==> src/rtl/circuit_delay_line.sv <==
// rtl/circuit_delay_line.sv - enable-gated N-stage sample history with synchronous clear
module circuit_delay_line #(
  parameter int W = 32,
  parameter int N = 4
) (
  input  logic         clk,
  input  logic         rst,
  input  logic         en,
  input  logic [W-1:0] din,
  output logic [W-1:0] dout
);

  // h[0] is the newest accepted sample, h[N-1] the one about to drop out
  logic [W-1:0] h [N];

  always_ff @(posedge clk) begin
    if (rst) begin
      for (int i = 0; i < N; i++) h[i] <= '0;
    end else if (en) begin
      h[0] <= din;
      for (int i = 1; i < N; i++) h[i] <= h[i-1];
    end
  end

  assign dout = h[N-1];

endmodule

==> src/rtl/circuit.sv <==
// rtl/circuit.sv - moving-window accumulator over the last N accepted samples
module circuit #(
  parameter int W = 32,
  parameter int N = 4
) (
  input  logic         clk,
  input  logic         rst,
  input  logic         en,
  input  logic [W-1:0] x,
  output logic [W-1:0] y
);

  logic [W-1:0] oldest;

  circuit_delay_line #(.W(W), .N(N)) u_delay_line (
    .clk  (clk),
    .rst  (rst),
    .en   (en),
    .din  (x),
    .dout (oldest)
  );

  // modulo-2^W running sum stays bit-exact with the direct N-term sum
  always_ff @(posedge clk) begin
    if (rst) begin
      y <= '0;
    end else if (en) begin
      y <= y + x - oldest;
    end
  end

endmodule

==> config.mk <==
export PLATFORM = sky130hd
export DESIGN_NAME = circuit
export DESIGN_NICKNAME = d
export VERILOG_FILES = /design/src/rtl/circuit_delay_line.sv /design/src/rtl/circuit.sv
export SDC_FILE = /design/constraint.sdc
export NUM_CORES = 1
export LEC_CHECK = 0
export BUFFER_PORTS_ARGS = -buffer_cell sky130_fd_sc_hd__buf_2
export CORE_MARGIN = 4
export CORE_UTILIZATION = 37
export DETAILED_ROUTE_END_ITERATION = 7
export GPL_TIMING_DRIVEN = 0
export PLACE_DENSITY = 0.63
export SYNTH_ARGS = -nofsm -noshare
export SYNTH_HDL_FRONTEND = slang
export SYNTH_SLANG_ARGS = --single-unit
==> constraint.sdc <==
create_clock -name clk -period 17.4 [get_ports clk]
set_input_delay 4.35 -clock clk [delete_from_list [all_inputs] [get_ports clk]]
set_output_delay 4.35 -clock clk [all_outputs]
set_load 0.02 [all_outputs]
# Word-level counts from Yosys, hierarchy flattened
# Memories as Yosys holds them, arrays and structs flattened.
# Index checks and enable logic that the tools add are counted.
[word_totals]
ram_bits = 128
wordCells = 17
n_memories = 1
input_bits = 35
out_inout_bits = 32
register_bits = 32
[mem_list]
columns = ["name", "words", "width", "rd", "rd_clocked_by_memory_dff", "wr", "line", "source"]
rows = [
  ["u_delay_line.h", 4, 32, 4, 0, 4, "circuit_delay_line.sv:14", "logic [W-1:0] h [N];"],
]
[classes]
addsub = 2
mux = 9
bitwise_logic = 4
[op_table]
columns = ["operator", "n"]
rows = [
  ["32-bit two-way mux", 4],
  ["32-bit adder", 1],
  ["32-bit subtractor", 1],
  ["1-bit two-way mux", 5],
  ["1-bit bitwise OR", 4],
]

# Longest topological paths before layout
# Gate-level depths: netlist of run 1.
[depth]
word_depth = 4
depth_mapped = 14

# Cells and area by module
# A second synthesis of run 1 with hierarchy kept.
[unflattened]
cells_unflattened = 788
area_unflattened_um2 = 9273.9
[modules_own_cells]
columns = ["module", "area_each_um2", "seq_area_each_um2", "cells_per_inst", "instances"]
rows = [
  ["circuit_delay_line", 5256.3, 3843.7, 285, 1],
  ["circuit", 4017.6, 640.6, 503, 1],
]

# Worst setup path after synthesis of run 1
# No wires, ideal clock.
[synth_timing]
kind = "input -> register"
startpoint = "input rst"
endpoint = "register y[24]"
path_buffers = 2
arrival_ns = 8.888
required_ns = 17.059
path_stages = 5
setup_ns = 0.341
path_slack_ns = 8.170
cell_sequence = "clkbuf_1 > nor2_1 > inv_1 > clkbuf_1 > o32ai_1"
[synth_lines]
columns = ["item", "line", "source"]
rows = [
  ["from (decl)", "circuit.sv:7", "input logic rst,"],
  ["to (signal assigned)", "circuit.sv:28", "y <= y + x - oldest;"],
  ["to (decl)", "circuit.sv:10", "output logic [W-1:0] y"],
]

# Final worst setup path of run 1
[layout_timing]
startpoint = "input x[1]"
endpoint = "register y[31]"
[layout_via]
elab_chain_cells = 2
[layout_rtl]
columns = ["item", "line", "source"]
rows = [
  ["from (decl)", "circuit.sv:9", "input logic [W-1:0] x,"],
  ["32-bit adder", "circuit.sv:28", ""],
  ["32-bit subtractor", "circuit.sv:28", ""],
]
# Every way passes these cells.
# A chain may end at the register's enable or synchronous reset.

==> flow_summary.yaml, run 1 <==
detailed_routing:
  drt_wl_total_um: 17400
  drt_first_iter_violations: 384
  ant_nets: 0
  vias: 5347
  wl_per_cell_um: 15.5
  drc_errors: 0
  first_pass_iters: 5
  vias_per_cell: 4.77
final_layout:
  final_core_util_pct: 43.9
  syn2layout_area_growth_pct: 15.6
  drive_above_1_share_pct: 12.6
  fillers: 2061
  layout.nets: 927
  fin_cells: 1122
  antenna_cells: 0
yosys:
  yosysMostFrequentCell: "inv_1"
  yosysTopAreaCell: "edfxtp_1"
  synth_area_per_cell_um2: 11.2
  syn_area_um2: 8330
  ys.warnings.count: 0
  syn-num-nets: 842
  synth_edf_count: 128
  yosysTopAreaCellShare_pct: 46.1
  yosysSeqAreaShare_pct: 53.8
  synth_common_cells: "inv_1, edfxtp_1, and2_1, nor2_1, a21oi_1"
  async_flop_share_pct: 0
  syn_inst: 744
  post_synth_num_cell_types: 57
  synth_ff_type: "edfxtp_1"
  synthTopCellsByArea: "edfxtp_1, dfxtp_1, and2_1"
  synth_seq_cells: 160
global_routing:
  grt_max_degree: 63
  grt_overflow_total: 0
  antenna_found_initial: 0
  grt_pass1_wl_um: 27900
  globalRouteTotalUtil_pct: 14.5
  grt_pass1_vias: 5267
cts:
  clock-root-buffer: "clkbuf_16"
  post_cts_resized: 0
  clk_latency_ps: 430
  h-tree-depth: 4
  clock_sinks: 160
  cts_setup_buffers: 0
  cts_inserted_buffers: 17
  clk_path_buf_depth: 2
  path_clk_slew_ps: 60
  cts_tree: "done"
  cts_hold_repair.buffers: 0
worst_hold_path:
  hold_path_depth: 2
  min_to: "y[5]"
  hold_start: "y[5]"
  hold_path_class: "reg -> reg"
timing:
  rsz0062_at_grt: "false"
  fin_tns_setup_ps: 0
  fin_skew_ps: 7.83
  fin_crit_sh_pct: 41.0
  setup_viol: 0
  final-hold-violation-count: 0
  max-slew-margin-rel_pct: 45.6
  tightest_slew_ps: 817
  final_max_slew_viol_count: 0
  fmax_ghz: 0.140
  period_minus_slack_ps: 7140
worst_setup_path:
  timing.rr.end: "y[31]"
  r2r_slack_ps: 13850
  cp_slowest_cell: "fa_1"
  max_stage_delay_ps: 560
  crit_fanout: 4
  critical_path.startpoint_type: "primary input"
  ff2ff_path_depth: 12
  arrival_ps: 7450
  required_ps: 17710
  worstPathCellList: "buf_2 -> inv_1 -> fa_1 -> inv_1 -> ha_1 -> a211oi_1 -> nor2_1 -> o311ai_1 -> a21oi_1 -> or2_2 -> o21ai_1 -> nor3_1 -> a311o_1"
  cp_common_cell: "inv_1"
  r2r_start: "y[1]"
  worstSetupEndpointType: "flop"
  critPathKind: "in -> reg"
placed_design:
  dp_cells: 1090
  dpl.hpwl_um: 12300
  gp_congestion: 0.842
  numPortBuffers: 64
floorplan:
  die-area_um2: 25000
  initial_core_util_pct: 37.9
  io_pins: 67
  num_rows: 54
  die_x_um: 158
  die_h_um: 158
  core_area_um2: 22000
power:
  pwr_density_cell_nw_per_um2: 148
  finalPower_mw: 1.43
  leakagePower_nw: 4.30
  ir_worst_vdd_uv: 59.9
outcome:
  status: "complete, no violations"
flow_run:
  drv_cap: 0
==> layer usage <==
layer / vias to the layer above / GRT usage (%) / wire length [µm] / share of wire [%]
li1: 2653 / - / - / -
met1: 2571 / 20.5 / 8400 / 48
met2: 107 / 23.1 / 8040 / 46
met3: 16 / 3.01 / 734 / 4.2
met4: 0 / 3.53 / 184 / 1.1
met5: - / 0 / 0 / 0
==> worst max-delay path by stage <==
stage / from / to / slack, ps / cells after the start
after floorplan: rst / y[24] / 8170 / 5
after global placement: rst / y[24] / 5820 / 5
after detailed placement: x[1] / y[31] / 9870 / 13
after CTS: x[1] / y[31] / 10300 / 13
after global routing: x[1] / y[29] / 10150 / 13
final: x[1] / y[31] / 10260 / 13
==> cell usage in the layout (no fill, tap or decap), types with 5 or more instances in the layout <==
| master | instances |
|---|---|
| o22ai_1 | 12 |
| xnor2_1 | 16 |
| nor2_1 | 60 |
| clkbuf_16 | 17 |
| mux2i_1 | 9 |
| and2_1 | 100 |
| clkbuf_1 | 23 |
| nand3_1 | 8 |
| nand2b_1 | 5 |
| fa_1 | 31 |
| inv_1 | 130 |
| ha_1 | 32 |
| xor2_1 | 9 |
| dfxtp_1 | 32 |
| nor3_1 | 7 |
| nand2_1 | 19 |
| edfxtp_1 | 128 |
| o21ai_0 | 9 |
| o21a_1 | 5 |
| a21o_1 | 15 |
| buf_2 | 66 |
| a21oi_1 | 36 |
==> kinds of logic (layout without fill, tap and decap cells) <==
kind of cell | Yosys count | after routing | synth area share (%)
muxes | 9 | 9 | 1.08
AOI/OAI and AO/OA | 119 | 119 | 9.66
xor gates and xnor gates | 25 | 25 | 2.63
and+or+nand+nor | 213 | 213 | 13.5
adders and majority gates | 63 | 63 | 12.3
DFF | 160 | 160 | 53.8
buffers and inverters | 155 | 253 | 7.01
==> registers in the layout (all words and copies together) (netlist names) <==
signal and flops:
u_delay_line.h 128, y 32
==> power by group <==
part	switching, mW	leakage, nW	total, mW	internal (mW)
Clock	0.156	0.267	0.369	0.212
Combinational	0.339	2.36	0.572	0.233
Sequential	0.0250	1.67	0.485	0.460
==> cell type report <==
cell class                 instances  area (µm²)  area share (%)
sequential                       160        4480            46.6
multi-input combinational        429        3260            33.9
inverter                         131         492            5.11
clock buffer                      20         437            4.53
timing repair buffer              66         375            3.90
tap                              280         350            3.64
clock inverter                    12         135            1.40
buffer                            24        96.3            1.00
==> stage by stage <==
| step | setup WS (ps) | hold slack (ps) | area [µm²] |
|---|---|---|---|
| 2_1_floorplan | 8170 | 497 | 8330 |
| 3_3_place_gp | 5820 | 482 | 9000 |
| 3_5_place_dp | 9870 | 488 | 9060 |
| 4_1_cts | 10300 | 498 | 9630 |
| 5_1_grt | 10150 | 528 | 9630 |
| 6_report | 10260 | 494 | 9630 |
==> worst max-delay path, delay by kind of cell <==
family,cells,cell delay [ps]
fa+ha+maj,2,860
simple gates,3,570
compound gates,5,1470
buf+inv,3,190
No activity file was read; power rests on OpenSTA's default activity.
==> inputs of run 2 (changes only) <==
--- a/config.mk
+++ b/config.mk
@@ -10,7 +10,7 @@
 export CORE_UTILIZATION = 37
 export DETAILED_ROUTE_END_ITERATION = 7
 export GPL_TIMING_DRIVEN = 0
-export PLACE_DENSITY = 0.63
+export PLACE_DENSITY = 0.65
 export SYNTH_ARGS = -nofsm -noshare
 export SYNTH_HDL_FRONTEND = slang
 export SYNTH_SLANG_ARGS = --single-unit
==> constraint.sdc (replaced) <==
create_clock -name clk -period 6 [get_ports clk]
set_input_delay 1.5 -clock clk [delete_from_list [all_inputs] [get_ports clk]]
set_output_delay 1.5 -clock clk [all_outputs]
set_load 0.02 [all_outputs]
==> run 2 against run 1 <==
Core utilization decreased by 0.17 points. Power increased to 2.9 times the previous value. Non-clock buffer count decreased by 1. Sequential power increased to 2.9 times the previous value. Critical endpoint unchanged. Largest cell class unchanged. Clock power increased to 2.8 times the previous value.
==> flow_summary.yaml, run 2 (synthesis results as in run 1) <==
outcome:
  status: "complete, no violations"
worst_setup_path:
  crit_buf_inv: 3
  r2r_slack_ps: 2570
  critical_path.startpoint_type: "primary input"
  crit_fanout: 4
  cp_common_cell: "inv_1"
  required_ps: 6310
  max_stage_delay_ps: 570
  critPathKind: "in -> reg"
  worstPathCellList: "buf_2 -> inv_1 -> fa_1 -> inv_1 -> ha_1 -> a211oi_1 -> nor2_1 -> o311ai_1 -> a21oi_1 -> or2_2 -> o21ai_1 -> nor3_1 -> a311o_1"
  arrival_ps: 4480
  worstSetupEndpointType: "flop"
  cp_slowest_cell: "fa_1"
  crit_family: "compound AO/OA/AOI/OAI gates"
final_layout:
  regMostFlops: "u_delay_line.h"
  seq_area_um2: 4480
  largest_reg_flops: 128
  multiInputGateArea_um2: 3260
  layout_common_cells: "inv_1, edfxtp_1, and2_1"
  layout_commonest_cell: "inv_1"
  fillers: 2066
  reg_top3: "u_delay_line.h: 128 flops, y: 32 flops"
  drive_above_1_share_pct: 12.5
  syn2layout_area_growth_pct: 15.2
  fin_cells: 1121
  layout.nets: 926
  antenna_cells: 0
placed_design:
  dp_cells: 1089
  numPortBuffers: 64
  gp_congestion: 0.829
  dpl.hpwl_um: 12300
floorplan:
  die_h_um: 158
  die_x_um: 158
  die-area_um2: 25000
  io_pins: 67
  num_rows: 54
  initial_core_util_pct: 37.9
  core_area_um2: 22000
timing:
  fin_skew_ps: 11.1
  fin_tns_setup_ps: 0
  final_max_slew_viol_count: 0
  fin_crit_sh_pct: 69.6
  tightest_slew_ps: 823
  final-hold-violation-count: 0
  max-slew-margin-rel_pct: 45.1
  setup_viol: 0
  rsz0062_at_grt: "false"
  fmax_ghz: 0.240
  period_minus_slack_ps: 4180
cts:
  clk_latency_ps: 420
  clk_path_buf_depth: 2
  cts_setup_buffers: 0
  clock-root-buffer: "clkbuf_16"
  clock_sinks: 160
  post_cts_resized: 0
  cts_inserted_buffers: 17
  cts_hold_repair.buffers: 0
  h-tree-depth: 4
  path_clk_slew_ps: 70
  cts_tree: "done"
detailed_routing:
  drc_errors: 0
  ant_nets: 0
  drt_first_iter_violations: 366
  wl_per_cell_um: 15.2
  drt_wl_total_um: 17100
  first_pass_iters: 4
  vias_per_cell: 4.73
  vias: 5304
worst_hold_path:
  hold_path_class: "reg -> reg"
global_routing:
  grt_pass1_wl_um: 27400
  antenna_found_initial: 0
  globalRouteTotalUtil_pct: 14.3
  grt_pass1_vias: 5125
  grt_max_degree: 73
  grt_overflow_total: 0
flow_run:
  drv_cap: 0
power:
  leakagePower_nw: 4.29
  pwr_density_cell_nw_per_um2: 427
  ir_worst_vdd_uv: 205
[run 2: cell count changes in the layout (fill, tap and decap cells not counted), sizes merged]
cell,change
clkbuf,-3
buf,-1
clkinvlp,-1
clkinv,+2
inv,+3
bufinv,-1
[run 2: cell type report]
class,count,area share [%]
clock inverters,15,1.36
plain buffers,24,1.07
well taps,280,3.65
clock buffers,17,4.43
inverters,131,5.13
multi-input cells,429,34.0
flip-flops and latches,160,46.7
repair buffers,65,3.63
[run 2: per-layer routing]
| metal | global-route usage, % | up-vias | share of wire (%) |
|---|---|---|---|
| li1 | - | 2656 | - |
| met1 | 20.4 | 2550 | 50 |
| met2 | 22.0 | 89 | 45 |
| met3 | 3.58 | 9 | 4.0 |
| met4 | 3.41 | 0 | 0.87 |
| met5 | 0 | - | 0 |
[run 2: power breakdown]
part / internal [mW] / leakage [nW] / switching, mW
logic: 0.673 / 2.35 / 0.972
registers: 1.33 / 1.67 / 0.0701
clock network: 0.574 / 0.264 / 0.471
total: 2.58 / 4.29 / 1.51
[run 2: final timing paths]
| kind | from | end | cells past startpoint |
|---|---|---|---|
| setup / recovery | x[1] | y[31] | 13 |
| hold / removal | y[5] | y[5] | 2 |
| setup reg to reg | y[1] | y[31] | 12 |
| hold reg to reg | y[5] | y[5] | 2 |
[run 2: tightest hold or removal path: cells and delay by family (launching register included)]
kind	cells	cell delay (ps)
DFF	1	330
and+or+nand+nor	1	70
AOI/OAI and AO/OA	1	50
[run 2: metrics by stage]
step	cell area [µm²]	setup slack, ps	total power [mW]	utilization [%]	hold WS, ps
final	9590	1820	4.10	43.7	495
after floorplan	8330	1770	2.69	-	497
after CTS	9590	1790	4.13	43.7	502
after global routing	9590	1600	4.40	43.7	525
after global placement	9000	531	3.04	41.0	483
after detailed placement	9040	1350	3.07	41.2	491
==> inputs of run 3 (changes only) <==
--- a/config.mk
+++ b/config.mk
@@ -10,7 +10,7 @@
 export CORE_UTILIZATION = 37
 export DETAILED_ROUTE_END_ITERATION = 7
 export GPL_TIMING_DRIVEN = 0
-export PLACE_DENSITY = 0.65
+export PLACE_DENSITY = 0.63
 export SYNTH_ARGS = -nofsm -noshare
 export SYNTH_HDL_FRONTEND = slang
 export SYNTH_SLANG_ARGS = --single-unit
==> constraint.sdc (replaced) <==
create_clock -name clk -period 4.1 [get_ports clk]
set_input_delay 1.025 -clock clk [delete_from_list [all_inputs] [get_ports clk]]
set_output_delay 1.025 -clock clk [all_outputs]
set_load 0.02 [all_outputs]
==> run 3 against run 2 <==
Core utilization rose by 0.23 points. Register-to-register slack lost 2000 ps. First-iteration DRC count is 23% lower. Sequential power grew 47%. Hold slack gained 7.1 ps. Largest cell class unchanged. Routed wire length rose by 1.1%.
==> flow_summary.yaml, run 3 (synthesis results as in run 1) <==
worst_setup_path:
  crit_fanout: 4
  r2r_start: "y[1]"
  critPathKind: "in -> reg"
  r2r_slack_ps: 610
  required_ps: 4410
  arrival_ps: 4080
  ff2ff_path_depth: 12
  timing.rr.end: "y[31]"
  critical_path.startpoint_type: "primary input"
  worstSetupEndpointType: "flop"
cts:
  clock-root-buffer: "clkbuf_16"
  clk_latency_ps: 430
  h-tree-depth: 4
  clk_path_buf_depth: 2
  cts_setup_buffers: 0
  clock_sinks: 160
  path_clk_slew_ps: 60
  cts_inserted_buffers: 17
  cts_hold_repair.buffers: 0
  cts_tree: "done"
  post_cts_resized: 0
placed_design:
  numPortBuffers: 64
  dp_cells: 1089
  dpl.hpwl_um: 12200
  gp_congestion: 0.851
  postPlaceCellArea_um2: 9040
timing:
  final-hold-violation-count: 0
  rsz0062_at_grt: "false"
  setup_viol: 0
  fin_skew_ps: 12.9
  fin_crit_sh_pct: 91.9
  fmax_ghz: 0.265
  period_minus_slack_ps: 3770
  final_max_slew_viol_count: 0
  max-slew-margin-rel_pct: 44.3
  tightest_slew_ps: 836
detailed_routing:
  drt_first_iter_violations: 282
  wl_per_cell_um: 15.4
  ant_nets: 0
  drc_errors: 0
  first_pass_iters: 5
  vias_per_cell: 4.74
  drt_wl_total_um: 17300
  vias: 5319
final_layout:
  multiInputGateArea_um2: 3260
  seq_area_um2: 4480
  fin_area_um2: 9650
  layout.nets: 926
  layout_commonest_cell: "inv_1"
  fin_cells: 1121
  reg_top3: "u_delay_line.h: 128 flops, y: 32 flops"
  largest_reg_flops: 128
  layout_common_cells: "inv_1, edfxtp_1, and2_1"
  antenna_cells: 0
  syn2layout_area_growth_pct: 15.8
  fillers: 2069
  drive_above_1_share_pct: 12.6
  regMostFlops: "u_delay_line.h"
floorplan:
  die_h_um: 158
  core_area_um2: 22000
  num_rows: 54
  initial_core_util_pct: 37.9
  io_pins: 67
  die-area_um2: 25000
  die_x_um: 158
worst_hold_path:
  hold_path_depth: 2
  min_to: "y[1]"
  hold_path_class: "reg -> reg"
  hold_start: "y[1]"
global_routing:
  grt_pass1_wl_um: 27700
  antenna_found_initial: 0
  grt_overflow_total: 0
  grt_max_degree: 109
  globalRouteTotalUtil_pct: 14.6
  grt_pass1_vias: 5325
outcome:
  status: "complete, no violations"
power:
  ir_worst_vdd_uv: 283
  pwr_density_cell_nw_per_um2: 634
  leakagePower_nw: 4.31
flow_run:
  drv_cap: 0
-- run 3: changes by cell type in the layout (fill, tap and decap cells not counted), sizes merged --
| cell | before | now |
|---|---|---|
| bufinv | 1 | 3 |
| clkbuf | 38 | 39 |
| clkinv | 6 | 4 |
| inv | 136 | 135 |
-- run 3: layer usage --
layer | track usage (%) | up-vias | routed length [µm]
met5 | 0 | - | 0
met4 | 3.45 | 0 | 197
met3 | 3.53 | 16 | 808
met2 | 23.1 | 101 | 7910
met1 | 20.3 | 2548 | 8360
li1 | - | 2654 | -
-- run 3: report_power, final --
group	switching [mW]	internal [mW]	total, mW
Combinational	1.41	0.984	2.40
Clock	0.691	0.968	1.66
Sequential	0.106	1.95	2.06
-- run 3: final cells by class --
class	instances	share of cell area [%]
clock inverter	14	1.84
tap	280	3.63
clock buffer	18	4.45
sequential	160	46.5
inverter	131	5.10
timing repair buffer	65	3.61
buffer	24	1.06
multi-input combinational	429	33.8
-- run 3: worst max path at each step --
stage | from | to | slack, ps | cells past startpoint
global placement | rst | y[24] | -950 | 5
detailed placement | x[1] | y[31] | -110 | 13
CTS | x[1] | y[31] | 340 | 13
finish | x[1] | y[31] | 330 | 13
global route | x[1] | y[31] | 150 | 13
floorplan | rst | y[24] | 340 | 5
-- run 3: metrics by stage --
stage                     hold slack (ps)  power, mW  util (%)  worst slack, ps  setup TNS (ps)
after floorplan                       497       3.94         -              341               0
after global placement                487       4.46      41.0             -951         -104690
after detailed placement              497       4.49      41.2             -110            -210
after CTS                             507       6.16      43.9              342               0
after global routing                  528       6.57      43.9              146               0
final                                 502       6.11      43.9              332               0
-- run 3: worst max-delay path, cell delays in order --
cell      delay (ps)
buf_2             70
inv_1             60
fa_1             550
inv_1             60
ha_1             300
a211oi_1         240
nor2_1           130
o311ai_1         490
a21oi_1          220
or2_2            360
o21ai_1          180
nor3_1            60
a311o_1          320
